==> src/rtl/reset_seq_pkg.sv <==
// Shared types and sizing helpers for the reset sequencer.
package reset_seq_pkg;

    typedef enum logic [1:0] {
        ST_HOLD    = 2'd0,
        ST_RELEASE = 2'd1,
        ST_RUN     = 2'd2
    } state_e;

    // Counter must reach the larger of the two terminal counts.
    function automatic int unsigned cnt_width(input int unsigned hold_cycles,
                                              input int unsigned gap_cycles);
        int unsigned max_c;
        max_c = (hold_cycles > gap_cycles) ? hold_cycles : gap_cycles;
        return $clog2(max_c + 1);
    endfunction

endpackage

==> src/rtl/reset_sync.sv <==
// Reset synchronizer: asserts asynchronously, releases SYNC_DEPTH clk edges after reset falls.
module reset_sync #(
    parameter int unsigned SYNC_DEPTH = 2
) (
    input  logic clk,
    input  logic reset,
    output logic rst_sync
);

    logic [SYNC_DEPTH-1:0] r_chain;

    always_ff @(posedge clk or posedge reset) begin
        if (reset) begin
            r_chain <= '1;
        end else begin
            r_chain <= {r_chain[SYNC_DEPTH-2:0], 1'b0};
        end
    end

    assign rst_sync = r_chain[SYNC_DEPTH-1];

endmodule

==> src/rtl/reset_sequencer.sv <==
// Sequenced reset controller: synchronized release, hold interval, then per-stage release
// with a fixed gap; a software request re-runs the whole sequence.
module reset_sequencer
    import reset_seq_pkg::*;
#(
    parameter int unsigned NUM_STAGES  = 4,
    parameter int unsigned SYNC_DEPTH  = 2,
    parameter int unsigned HOLD_CYCLES = 16,
    parameter int unsigned GAP_CYCLES  = 8
) (
    input  logic                  clk,
    input  logic                  reset,
    input  logic                  sw_reset_req,
    input  logic                  hold,
    output logic [NUM_STAGES-1:0] stage_reset,
    output logic                  all_released,
    output logic                  busy,
    output logic                  sw_reset_ack
);

    localparam int unsigned CNT_W = cnt_width(HOLD_CYCLES, GAP_CYCLES);
    localparam int unsigned IDX_W = $clog2(NUM_STAGES) + 1;

    localparam logic [CNT_W-1:0]      HOLD_LAST = CNT_W'(HOLD_CYCLES - 1);
    localparam logic [CNT_W-1:0]      GAP_LAST  = CNT_W'(GAP_CYCLES - 1);
    localparam logic [IDX_W-1:0]      IDX_LAST  = IDX_W'(NUM_STAGES - 1);
    localparam logic [NUM_STAGES-1:0] STAGE_ONE = NUM_STAGES'(1);

    if (NUM_STAGES < 1) begin : g_chk_stages
        $error("reset_sequencer: NUM_STAGES must be >= 1");
    end
    if (SYNC_DEPTH < 2) begin : g_chk_sync
        $error("reset_sequencer: SYNC_DEPTH must be >= 2");
    end
    if (HOLD_CYCLES < 1) begin : g_chk_hold
        $error("reset_sequencer: HOLD_CYCLES must be >= 1");
    end
    if (GAP_CYCLES < 1) begin : g_chk_gap
        $error("reset_sequencer: GAP_CYCLES must be >= 1");
    end

    logic                  w_rst_sync;
    state_e                r_state,        w_state_next;
    logic [CNT_W-1:0]      r_cnt,          w_cnt_next;
    logic [IDX_W-1:0]      r_idx,          w_idx_next;
    logic                  r_sw_flag,      w_sw_flag_next;
    logic [NUM_STAGES-1:0] r_stage_reset,  w_stage_reset_next;
    logic                  r_all_released, w_all_released_next;
    logic                  r_busy,         w_busy_next;
    logic                  r_sw_reset_ack, w_sw_reset_ack_next;

    reset_sync #(
        .SYNC_DEPTH (SYNC_DEPTH)
    ) u_reset_sync (
        .clk      (clk),
        .reset    (reset),
        .rst_sync (w_rst_sync)
    );

    always_ff @(posedge clk or posedge w_rst_sync) begin
        if (w_rst_sync) begin
            r_state        <= ST_HOLD;
            r_cnt          <= '0;
            r_idx          <= IDX_W'(1);
            r_sw_flag      <= 1'b0;
            r_stage_reset  <= '1;
            r_all_released <= 1'b0;
            r_busy         <= 1'b1;
            r_sw_reset_ack <= 1'b0;
        end else begin
            r_state        <= w_state_next;
            r_cnt          <= w_cnt_next;
            r_idx          <= w_idx_next;
            r_sw_flag      <= w_sw_flag_next;
            r_stage_reset  <= w_stage_reset_next;
            r_all_released <= w_all_released_next;
            r_busy         <= w_busy_next;
            r_sw_reset_ack <= w_sw_reset_ack_next;
        end
    end

    always_comb begin
        w_state_next        = r_state;
        w_cnt_next          = r_cnt;
        w_idx_next          = r_idx;
        w_sw_flag_next      = r_sw_flag;
        w_stage_reset_next  = r_stage_reset;
        w_all_released_next = r_all_released;
        w_busy_next         = r_busy;
        w_sw_reset_ack_next = 1'b0;

        // Software request overrides every state and restarts from the top.
        if (sw_reset_req) begin
            w_state_next        = ST_HOLD;
            w_cnt_next          = '0;
            w_idx_next          = IDX_W'(1);
            w_sw_flag_next      = 1'b1;
            w_stage_reset_next  = '1;
            w_all_released_next = 1'b0;
            w_busy_next         = 1'b1;
        end else begin
            case (r_state)
                ST_HOLD: begin
                    if (!hold) begin
                        if (r_cnt == HOLD_LAST) begin
                            w_stage_reset_next = r_stage_reset & ~STAGE_ONE;
                            w_cnt_next         = '0;
                            if (NUM_STAGES == 1) begin
                                w_state_next        = ST_RUN;
                                w_all_released_next = 1'b1;
                                w_busy_next         = 1'b0;
                                w_sw_reset_ack_next = r_sw_flag;
                                w_sw_flag_next      = 1'b0;
                            end else begin
                                w_state_next = ST_RELEASE;
                            end
                        end else begin
                            w_cnt_next = r_cnt + CNT_W'(1);
                        end
                    end
                end
                ST_RELEASE: begin
                    if (r_cnt == GAP_LAST) begin
                        w_stage_reset_next = r_stage_reset & ~(STAGE_ONE << r_idx);
                        w_cnt_next         = '0;
                        w_idx_next         = r_idx + IDX_W'(1);
                        if (r_idx == IDX_LAST) begin
                            w_state_next        = ST_RUN;
                            w_all_released_next = 1'b1;
                            w_busy_next         = 1'b0;
                            w_sw_reset_ack_next = r_sw_flag;
                            w_sw_flag_next      = 1'b0;
                        end
                    end else begin
                        w_cnt_next = r_cnt + CNT_W'(1);
                    end
                end
                ST_RUN: begin
                end
                default: begin
                    w_state_next = ST_HOLD;
                end
            endcase
        end
    end

    assign stage_reset  = r_stage_reset;
    assign all_released = r_all_released;
    assign busy         = r_busy;
    assign sw_reset_ack = r_sw_reset_ack;

endmodule

==> config.mk <==
export PLATFORM = sky130hd
export DESIGN_NAME = reset_sequencer
export DESIGN_NICKNAME = d
export VERILOG_FILES = /design/src/rtl/reset_seq_pkg.sv /design/src/rtl/reset_sync.sv /design/src/rtl/reset_sequencer.sv
export SDC_FILE = /design/constraint.sdc
export NUM_CORES = 1
export LEC_CHECK = 0
export ABC_AREA = 1
export CORE_ASPECT_RATIO = 1.2
export CORE_MARGIN = 8
export CORE_UTILIZATION = 27
export DETAILED_ROUTE_END_ITERATION = 8
export HOLD_SLACK_MARGIN = 0.03
export PLACE_DENSITY = 0.52
export SYNTH_ARGS = -nofsm -noshare
export SYNTH_HDL_FRONTEND = slang
export SYNTH_SLANG_ARGS = --single-unit
==> constraint.sdc <==
create_clock -name clk -period 0.8 [get_ports clk]
set_clock_uncertainty 0.1 [all_clocks]
set_input_delay 0.16 -clock clk [delete_from_list [all_inputs] [get_ports clk]]
set_output_delay 0.16 -clock clk [all_outputs]
set_load 0.1 [all_outputs]
==> metrics.txt, run 1 <==
Synth cell types 17; number of flops mapped to enable cells by yosys 0; final std cells w/o fill 231; Final Setup Violations 25; RSZ-0062 raised after global routing yes; first-pass GRT wire length 4.35 mm; Max-Cap Viols 0; grt total ovfl 0; top cells by count, synth 37 x nand2_1, 19 x inv_1, 16 x nor2_1; die height 84.9 um; initial antenna violation count 0; Row Count 25; placed cell area 1540 um^2; PortBufs 10; Cells after Synth 134; drt first pass iters 4; Residual DRC 0; CP Launch Type flop; CP Data Required Time 890 ps; via count 990; clock group share of total power 21.9%; minimum clock period 1470 ps; Final Hold Violating Endpoints 0; sequential cell fraction of total power 39.7%; post-route ant nets 0; placed insts 219; Combinational Power Share 38.4%; area of the multi-input gates 648 um^2; Initial Util 27.5%; r2r worst-path depth 9; FF+latch area 538 um^2; setup TNS -14050 ps; Max clock buf depth 2; Hold Crit Class input port to async pin; CP cell instances ha_4 > nand2_4 > nor2_4 > ha_4 > nand2_1 > nand2_2 > nor2_4 > nand3_2 > nand2_1; Area Growth Syn to Fin 67.3%; pre-CTS WS -699 ps; Critical Path AT 1560 ps; Clk Latency, worst-skew pair 260 ps; reg2reg start r_cnt[1]$_DFFE_PP0P_; Slew Viols, Final 0; R2R Path End r_cnt[0]$_DFFE_PP0P_; cell taking the most area after synthesis dfrtp_1; final WL 2.70 mm; pin count of the biggest net entering global routing 13; failing checks setup timing; top area cells in the synthesized netlist dfrtp_1 28%, dfstp_2 20%, nand2_1 13%; CTS Sinks 20; CP Capture Type flop; Avg WL per Cell 11.7 um; Layout Nets 190; DRT iter0 DRCs 12; vias in the first global route 1017; CORE AREA 3880 um^2; Tot Pwr 3.12 mW; CP max stage cell dfrtp_1; Tcrit/Tclk final 183%; CP peak stage delay 420 ps; Reg clk slew, reported paths 70 ps; CTS tree built; Final GP Congestion 0.804; Synthesis Warnings 0; NetSw 1.10 mW; sequential share of the synthesized area 47.8%; syn avg cell area 7.96 um^2; dpl hpwl 1.92 mm; CTS buffer count 3; Vias/cell 4.29; register bit total from synthesis 20; Fill cells 402; most common cell in the netlist nand2_1; final instance area 1790 um^2; Antenna diodes 0; H-tree lvl count 1; Worst IR Drop VDD 0.000956 V; Yosys top cell area share 28.1%; Fmax 0.681 GHz; Die Width 73.4 um; Final WS setup -668 ps; Crit Path Class flop to flop; R2R Setup Slk -670 ps; Synthesized Nets 146; CP Max Fanout 2; Pleak 0.834 nW; share of cells above drive strength 1 52.5%; synthesized area 1070 um^2; CTS Root Cell clkbuf_8; switching share of power 35.3%; GRT Overall Usage 8.76%; top_reg_cell synth dfrtp_1; asr flop ratio synth 100%; I/O pins 11; die area 6230 um^2; pwr dens 1750 nW/um^2; status finished with violations; Cell Int Power 2.02 mW
routing by layer:
| layer | track usage (%) | wire (um) |
|---|---|---|
| met5 | 0 | 0 |
| met4 | 3.10 | 27 |
| met3 | 2.48 | 104 |
| met2 | 15.9 | 1480 |
| met1 | 9.21 | 1090 |
layout by cell type (no fill, tap or decap), types with 3 or more instances in the layout:
master / instances
buf_12: 7
buf_4: 28
clkbuf_8: 3
clkdlybuf4s50_1: 3
dfrtp_1: 9
dfstp_2: 3
dfstp_4: 5
ha_4: 4
inv_1: 13
inv_2: 7
nand2_1: 29
nand2_2: 6
nand2_4: 4
nand3_1: 3
nand3_2: 7
nand4_1: 3
nor2_1: 11
nor2_2: 3
nor2_4: 4
o21ai_1: 6
layout make-up:
| class | count | area share [%] |
|---|---|---|
| clock buffer | 4 | 2.52 |
| inverter | 21 | 4.70 |
| multi-input combinational | 92 | 36.3 |
| sequential | 20 | 30.1 |
| tap | 54 | 3.78 |
| timing repair buffer | 40 | 22.6 |
registers in the layout, summed over array words and instances (netlist names):
register	cells
all_released	1
busy	1
r_cnt	5
r_idx	3
r_state	2
r_sw_flag	1
stage_reset	4
sw_reset_ack	1
u_reset_sync.r_chain	2
stage by stage:
stage          hold WS [ps]  util, %
6_report                123     46.0
3_3_place_gp            131     39.6
5_1_grt                 142     46.0
3_5_place_dp            130     39.6
4_1_cts                 127     42.9
2_1_floorplan         -28.5        -
worst max-delay path: cells and delay by family (launching register included):
family	cells	cell delay, ps
DFF	1	420
adders and majority gates	2	340
and+or+nand+nor	7	550
power groups by stage:
stage               combinational, mW  clock (mW)  sequential [mW]
CTS                              1.12       0.706             1.24
global placement                0.986           0             1.25
finish                           1.20       0.683             1.24
detailed placement               1.00           0             1.26
floorplan                       0.369           0             1.45
global route                     1.31       0.735             1.25
logic make-up (layout without fill, tap and decap cells):
| family | count (synthesis) | in the layout | share of synthesized area (%) |
|---|---|---|---|
| compound gates | 11 | 11 | 5.16 |
| fa+ha+maj | 8 | 8 | 9.38 |
| buf+inv | 22 | 65 | 8.44 |
| flops | 20 | 20 | 47.8 |
| other cells | 1 | 1 | 0.351 |
| simple gates | 72 | 72 | 28.8 |
worst max path at each step:
stage / startpoint / end / cells after the start
after floorplan: r_idx[0]$_DFFE_PP1P_ / r_state[0]$_DFFE_PP0P_ / 9
after global placement: sw_reset_req / r_cnt[2]$_DFFE_PP0P_ / 8
after detailed placement: r_cnt[1]$_DFFE_PP0P_ / r_cnt[0]$_DFFE_PP0P_ / 9
after CTS: r_cnt[0]$_DFFE_PP0P_ / r_cnt[0]$_DFFE_PP0P_ / 9
after global routing: r_idx[0]$_DFFE_PP1P_ / r_state[0]$_DFFE_PP0P_ / 9
final: r_cnt[1]$_DFFE_PP0P_ / r_cnt[0]$_DFFE_PP0P_ / 9
repair_timing:
item                       in CTS  in global routing
setup endpoints to repair      25                 25
hold buffers                    0                  0
resized for setup              20                 27
setup buffers                   3                  5
pin swaps                      15                 21
Note: power is estimated with default switching activity, not from simulation.
==> run 2, diff against run 1 <==
ABC_AREA = unset   (was 1)
PLACE_DENSITY = 0.53   (was 0.52)
SKIP_LAST_GASP = 1   (was unset)
==> run 2 against run 1 <==
  * The run still ends with setup timing left
  * Critical path depth shrank 4
  * Setup slack got worse by 110 ps
  * Largest cell class unchanged
  * Worst hold slack better by 5.7 ps
  * Non-clock buffer count rose by 3
  * Routed wire length down 5.5%
  * Largest power group unchanged
  * Fmax decreased by 7.1%
==> metrics.txt, run 2 <==
Synth cell types 30 (+13); DRT iter0 DRCs 7 (-5); Synthesis Warnings 0 (unchanged); top cells by count, synth 12 x dfrtp_1, 10 x inv_1, 8 x a21oi_1, 8 x dfstp_2, 8 x ha_1; Antenna diodes 0 (unchanged); final design utilization 49.5% (+3.5 points); Slew Viols, Final 0 (unchanged); Crit Path Class flop to flop; setup TNS -15370 ps (-1320 ps); number of flops mapped to enable cells by yosys 0 (unchanged); final WL 2.55 mm (-5.5%); Avg WL per Cell 13.4 um (+14%); Reg clk slew, reported paths 70 ps (about the same); register bit total from synthesis 20 (unchanged); pin count of the biggest net entering global routing 19 (+6); Residual DRC 0 (unchanged); CP cell instances ha_4 > and4bb_4 > and2_4 > nor4bb_4 > a211o_1; Row Count 24 (-4.0%); Final Setup Violations 25 (unchanged); cell taking the most area after synthesis dfrtp_1; dpl hpwl 1.77 mm (-8.0%); Area Growth Syn to Fin 74.6%; Final Hold Violating Endpoints 0 (unchanged); pwr dens 1100 nW/um^2 (-37%); Yosys top cell area share 29.2% (+1.0 points); Critical Path AT 1620 ps (+60 ps); final std cells w/o fill 191 (-17%); CP max stage cell dfrtp_1; Final GP Congestion 0.760 (-5.5%); I/O pins 11 (unchanged); Max clock buf depth 2 (unchanged); post-route ant nets 0 (unchanged); CP Data Required Time 840 ps (-50 ps); most frequent cells in the layout 27 x buf_4, 10 x dfrtp_1, 8 x inv_1, 8 x buf_12, 7 x a21o_1; initial antenna violation count 0 (unchanged); RSZ-0062 raised after global routing yes; most common cell in the netlist dfrtp_1; Clk Latency, worst-skew pair 260 ps (about the same); GRT Overall Usage 9.16% (+0.40 points); asr flop ratio synth 100% (unchanged); die area 6050 um^2 (-2.8%); Largest Register r_cnt; max reg flops 5 (unchanged); GR Layer Usage met3 1.20% (-1.3 points); Die Width 72.4 um (-1.4%); CTS Root Cell clkbuf_8; Layout Nets 152 (-20%); placed insts 179 (-18%); sequential share of the synthesized area 49.6% (+1.7 points); met2 GRT Util 16.7% (+0.82 points); CORE AREA 3630 um^2 (-6.3%); Most Crowded Layer GR met2; Crit path max-delay family simple AND/OR/NAND/NOR gates; PortBufs 10 (unchanged); first-pass GRT wire length 4.39 mm (+0.80%); Tcrit/Tclk final 197% (+14 points); commonest non-fill, non-tap cell in the layout buf_4; Tot Pwr 1.98 mW (-37%); Buf+Inv Stages, Crit Path 0 (unchanged); Pleak 0.763 nW (-8.6%); Vias/cell 4.45 (+3.8%); failing checks setup timing; Hold Crit Class input port to async pin; Final WS setup -779 ps (-112 ps); CP Capture Type flop; CTS tree built; Initial Util 28.3% (+0.82 points); met1 usage 9.69% (+0.48 points); top_reg_cell synth dfrtp_1; CP Max Fanout 5 (+3); share of cells above drive strength 1 61.9% (+9.3 points); CTS Sinks 20 (unchanged); synthesized area 1030 um^2 (-3.5%); Max-Cap Viols 0 (unchanged); Synthesized Nets 106 (-27%); H-tree lvl count 1 (unchanged); syn avg cell area 11.0 um^2 (+38%); Worst IR Drop VDD 0.000544 V (-43%); minimum clock period 1580 ps (+112 ps); status finished with violations; Min Hold Slack 129 ps (+5.74 ps); Cells after Synth 94 (-30%); vias in the first global route 930 (-8.6%); die height 83.7 um (-1.4%); top area cells in the synthesized netlist dfrtp_1 29%, dfstp_2 20%, ha_1 9.7%; Fmax 0.633 GHz (-7.1%); Post-CTS Hold Buffers 0 (unchanged); CTS buffer count 3 (unchanged); drt first pass iters 2 (-2); CP Launch Type flop; CP peak stage delay 390 ps (-30 ps); via count 850 (-14%); grt total ovfl 0 (unchanged)
==> run 2: cell count changes after synthesis, sizes merged, moves of 2 or more <==
| cell | before | now |
|---|---|---|
| nand2 | 39 | 3 |
| o21ai | 9 | 3 |
| nor4b | 0 | 2 |
| a21oi | 2 | 9 |
| nand4 | 3 | 0 |
| inv | 21 | 10 |
| a21o | 0 | 7 |
| a211oi | 0 | 2 |
| nand3 | 11 | 5 |
| nand2b | 0 | 5 |
| nor2 | 18 | 5 |
==> run 2: worst paths after layout <==
| path | depth (start not counted) | startpoint | slack [ps] | endpoint |
|---|---|---|---|---|
| setup / recovery | 5 | r_cnt[1]$_DFFE_PP0P_ | -780 | r_cnt[3]$_DFFE_PP0P_ |
| hold / removal | 2 | reset | 130 | u_reset_sync.r_chain[0]$_DFF_PP1_ |
| setup reg to reg | 5 | r_cnt[1]$_DFFE_PP0P_ | -780 | r_cnt[3]$_DFFE_PP0P_ |
| hold reg to reg | 2 | u_reset_sync.r_chain[1]$_DFF_PP1_ | 160 | r_idx[1]$_DFFE_PP0P_ |
| max in group asynchronous | 2 | u_reset_sync.r_chain[1]$_DFF_PP1_ | 230 | stage_reset[2]$_DFFE_PP1P_ |
| min in group clk | 0 | u_reset_sync.r_chain[0]$_DFF_PP1_ | 260 | u_reset_sync.r_chain[1]$_DFF_PP1_ |
==> run 2: report_power, final <==
group / total (mW) / leakage, nW / internal [mW] / switching [mW]
Sequential: 1.06 / 0.239 / 1.04 / 0.0226
Clock: 0.667 / 0.0231 / 0.341 / 0.326
Combinational: 0.251 / 0.500 / 0.135 / 0.116
==> run 2: layout make-up <==
class | instances | area [um^2]
tap | 52 | 65.1
sequential | 20 | 537
multi-input combinational | 62 | 662
inverter | 10 | 40.0
clock inverter | 1 | 3.75
fill | 321 | 1840
timing repair buffer | 43 | 449
clock buffer | 3 | 41.3
==> run 2: timing repair <==
item | 4_1_cts | 5_1_grt
resized for setup | 25 | 7
cloned | 1 | 0
pin swaps | 12 | 6
setup buffers | 5 | 3
endpoints found under the setup margin | 25 | 25
==> run 2: metrics by stage <==
step	cell area, um^2	setup WS (ps)
global route	1800	-840
floorplan	1130	-785
detailed placement	1560	-766
finish	1800	-779
global placement	1560	-750
CTS	1760	-776
==> run 2: logic make-up (layout without fill, tap and decap cells) <==
kind of cell | after synthesis | count (layout) | synth area share (%)
other | 1 | 1 | 0.364
adders and majority gates | 8 | 8 | 9.72
xor gates and xnor gates | 1 | 1 | 0.851
AOI/OAI and AO/OA | 24 | 24 | 15.9
DFF | 20 | 20 | 49.6
and+or+nand+nor | 27 | 28 | 18.1
buffers and inverters | 13 | 57 | 5.47
==> run 2: routing by layer <==
metal	vias up	wire, um
met4	0	52
met3	4	32
li1	414	-
met5	-	0
met1	425	1010
met2	7	1460
==> run 3, diff against run 2 <==
PLACE_DENSITY = 0.51   (was 0.53)
clock period = 1.8 ns   (was 0.8 ns; I/O delays follow)
==> run 3 against run 2 <==
  * The run now ends clean
  * Sequential cell count is the same
  * Design area shrank 22%
  * Via count shrank 16%
  * Die area is the same
  * Combinational power shrank 73%
  * Total power shrank 55%
  * Utilization shrank 11 points
  * Critical path type unchanged
==> metrics.txt, run 3 (same netlist as run 2, synthesis figures left out) <==
area of the multi-input gates 497 um^2 (-25%); Initial Util 28.3% (unchanged); Hold Crit Class flop to async pin; PortBufs 10 (unchanged); Post-CTS Setup Inserts 0 (-5); Tcrit/Tclk final 94.1% (-100 points); Largest Register r_cnt; Avg WL per Cell 12.6 um (-5.7%); Reg clk slew, reported paths 80 ps (about the same); minimum clock period 1690 ps (+115 ps); Critical Path AT 1750 ps (+130 ps); Max transition margin 54.2%; Worst IR Drop VDD 0.000212 V (-61%); status complete, no violations; Pleak 0.610 nW (-20%); final WL 2.08 mm (-18%); R2R Setup Slk 110 ps (+880 ps); Crit Path Class flop to flop; Slew Viols, Final 0 (unchanged); Residual DRC 0 (unchanged); most frequent cells in the layout 12 x dfrtp_1, 10 x inv_1, 8 x dfstp_2, 8 x buf_4; Area Growth Syn to Fin 35.5%; Max-Cap Viols 0 (unchanged); Antenna diodes 0 (unchanged); Final Hold Violating Endpoints 0 (unchanged); commonest non-fill, non-tap cell in the layout dfrtp_1; die area 6050 um^2 (unchanged); Vias/cell 4.31 (-3.2%); first-pass GRT wire length 3.57 mm (-19%); FF+latch area 510 um^2 (-4.9%); max reg flops 5 (unchanged); pwr dens 635 nW/um^2 (-42%); reg2reg start r_cnt[0]$_DFFE_PP0P_; setup TNS 0 ps (+15370 ps); Max clock buf depth 2 (unchanged); Final Setup Violations 0 (-100%); I/O pins 11 (unchanged); r2r worst-path depth 6 (+1); vias in the first global route 738 (-21%); DRT iter0 DRCs 39 (+32); CP Launch Type flop; CP startpoint r_cnt[0]$_DFFE_PP0P_; Critical Path End r_cnt[3]$_DFFE_PP0P_; share of cells above drive strength 1 32.7% (-29 points); Slew @ Worst Pin 686 ps; grt total ovfl 0 (unchanged); CTS Root Cell clkbuf_8; Fmax 0.590 GHz (-6.8%); CORE AREA 3630 um^2 (unchanged); CTS Sinks 20 (unchanged); Post-CTS Hold Buffers 0 (unchanged); Tot Pwr 886 uW (-55%); H-tree lvl count 1 (unchanged); Row Count 24 (unchanged); drt first pass iters 4 (+2); Fill cells 379 (+18%); CP Data Required Time 1850 ps (+1010 ps); post-route ant nets 0 (unchanged); Die Width 72.4 um (unchanged); GRT Overall Usage 7.45% (-1.7 points); RSZ-0062 raised after global routing no; R2R Path End r_cnt[3]$_DFFE_PP0P_; dpl hpwl 1.51 mm (-15%); CP Max Fanout 10 (+5); initial antenna violation count 0 (unchanged); CTS buffer count 3 (unchanged); CTS tree built; die height 83.7 um (unchanged); pin count of the biggest net entering global routing 19 (unchanged); Clk Latency, worst-skew pair 260 ps (about the same); Layout Nets 126 (-17%); Final GP Congestion 0.777 (+2.2%); via count 711 (-16%); CP Capture Type flop
[run 3: cell count changes in the layout (fill, tap and decap cells not counted), sizes merged]
cell	before	now
buf	40	15
clkbuf	3	4
clkinv	1	0
and2	2	1
[run 3: where the power goes]
| group | internal, mW | switching (mW) |
|---|---|---|
| Clock | 0.195 | 0.153 |
| Combinational | 0.0326 | 0.0362 |
| Sequential | 0.462 | 0.00662 |
[run 3: through the flow]
stage	std cells	worst slack, ps	hold slack [ps]	util (%)	area, um^2
final	165	105	259	38.4	1400
after global routing	165	16.5	267	38.4	1400
after CTS	165	1.37	261	37.6	1370
after detailed placement	161	28.8	249	36.0	1310
after global placement	161	17.9	247	36.0	1310
after floorplan	94	147	172	-	1030
[run 3: critical path, cell delays in order, from the launching register on]
cell	delay, ps
dfrtp_1	360
ha_2	190
buf_4	110
and4bb_4	250
and2_4	250
nor4bb_4	60
a211o_1	260
[run 3: how the worst min path moves through the flow]
stage	to	start	cells past startpoint	slack, ps
floorplan	u_reset_sync.r_chain[0]$_DFF_PP1_	reset	1	170
global placement	u_reset_sync.r_chain[1]$_DFF_PP1_	u_reset_sync.r_chain[0]$_DFF_PP1_	0	250
detailed placement	u_reset_sync.r_chain[1]$_DFF_PP1_	u_reset_sync.r_chain[0]$_DFF_PP1_	0	250
CTS	u_reset_sync.r_chain[1]$_DFF_PP1_	u_reset_sync.r_chain[0]$_DFF_PP1_	0	260
global route	u_reset_sync.r_chain[1]$_DFF_PP1_	u_reset_sync.r_chain[0]$_DFF_PP1_	0	270
finish	r_idx[2]$_DFFE_PP0P_	u_reset_sync.r_chain[1]$_DFF_PP1_	1	260
[run 3: repair_timing]
action / 4_1_cts / 5_1_grt
setup endpoints to repair: 1 / 3
resized for setup: 1 / 5
endpoints found under the hold margin: 0 / 0
[run 3: per-layer routing]
metal	share of wire (%)	global-route usage, %	up-vias
met5	0	0	-
met4	2.2	3.83	0
met3	4.3	2.40	5
met2	48	11.7	13
met1	46	8.75	338
li1	-	-	355
[run 3: area by class of cell]
| type | count | area share [%] |
|---|---|---|
| clock buffers | 4 | 3.95 |
| multi-input cells | 61 | 35.6 |
| inverters | 10 | 2.69 |
| repair buffers | 18 | 16.5 |
| flip-flops and latches | 20 | 36.6 |
| well taps | 52 | 4.66 |
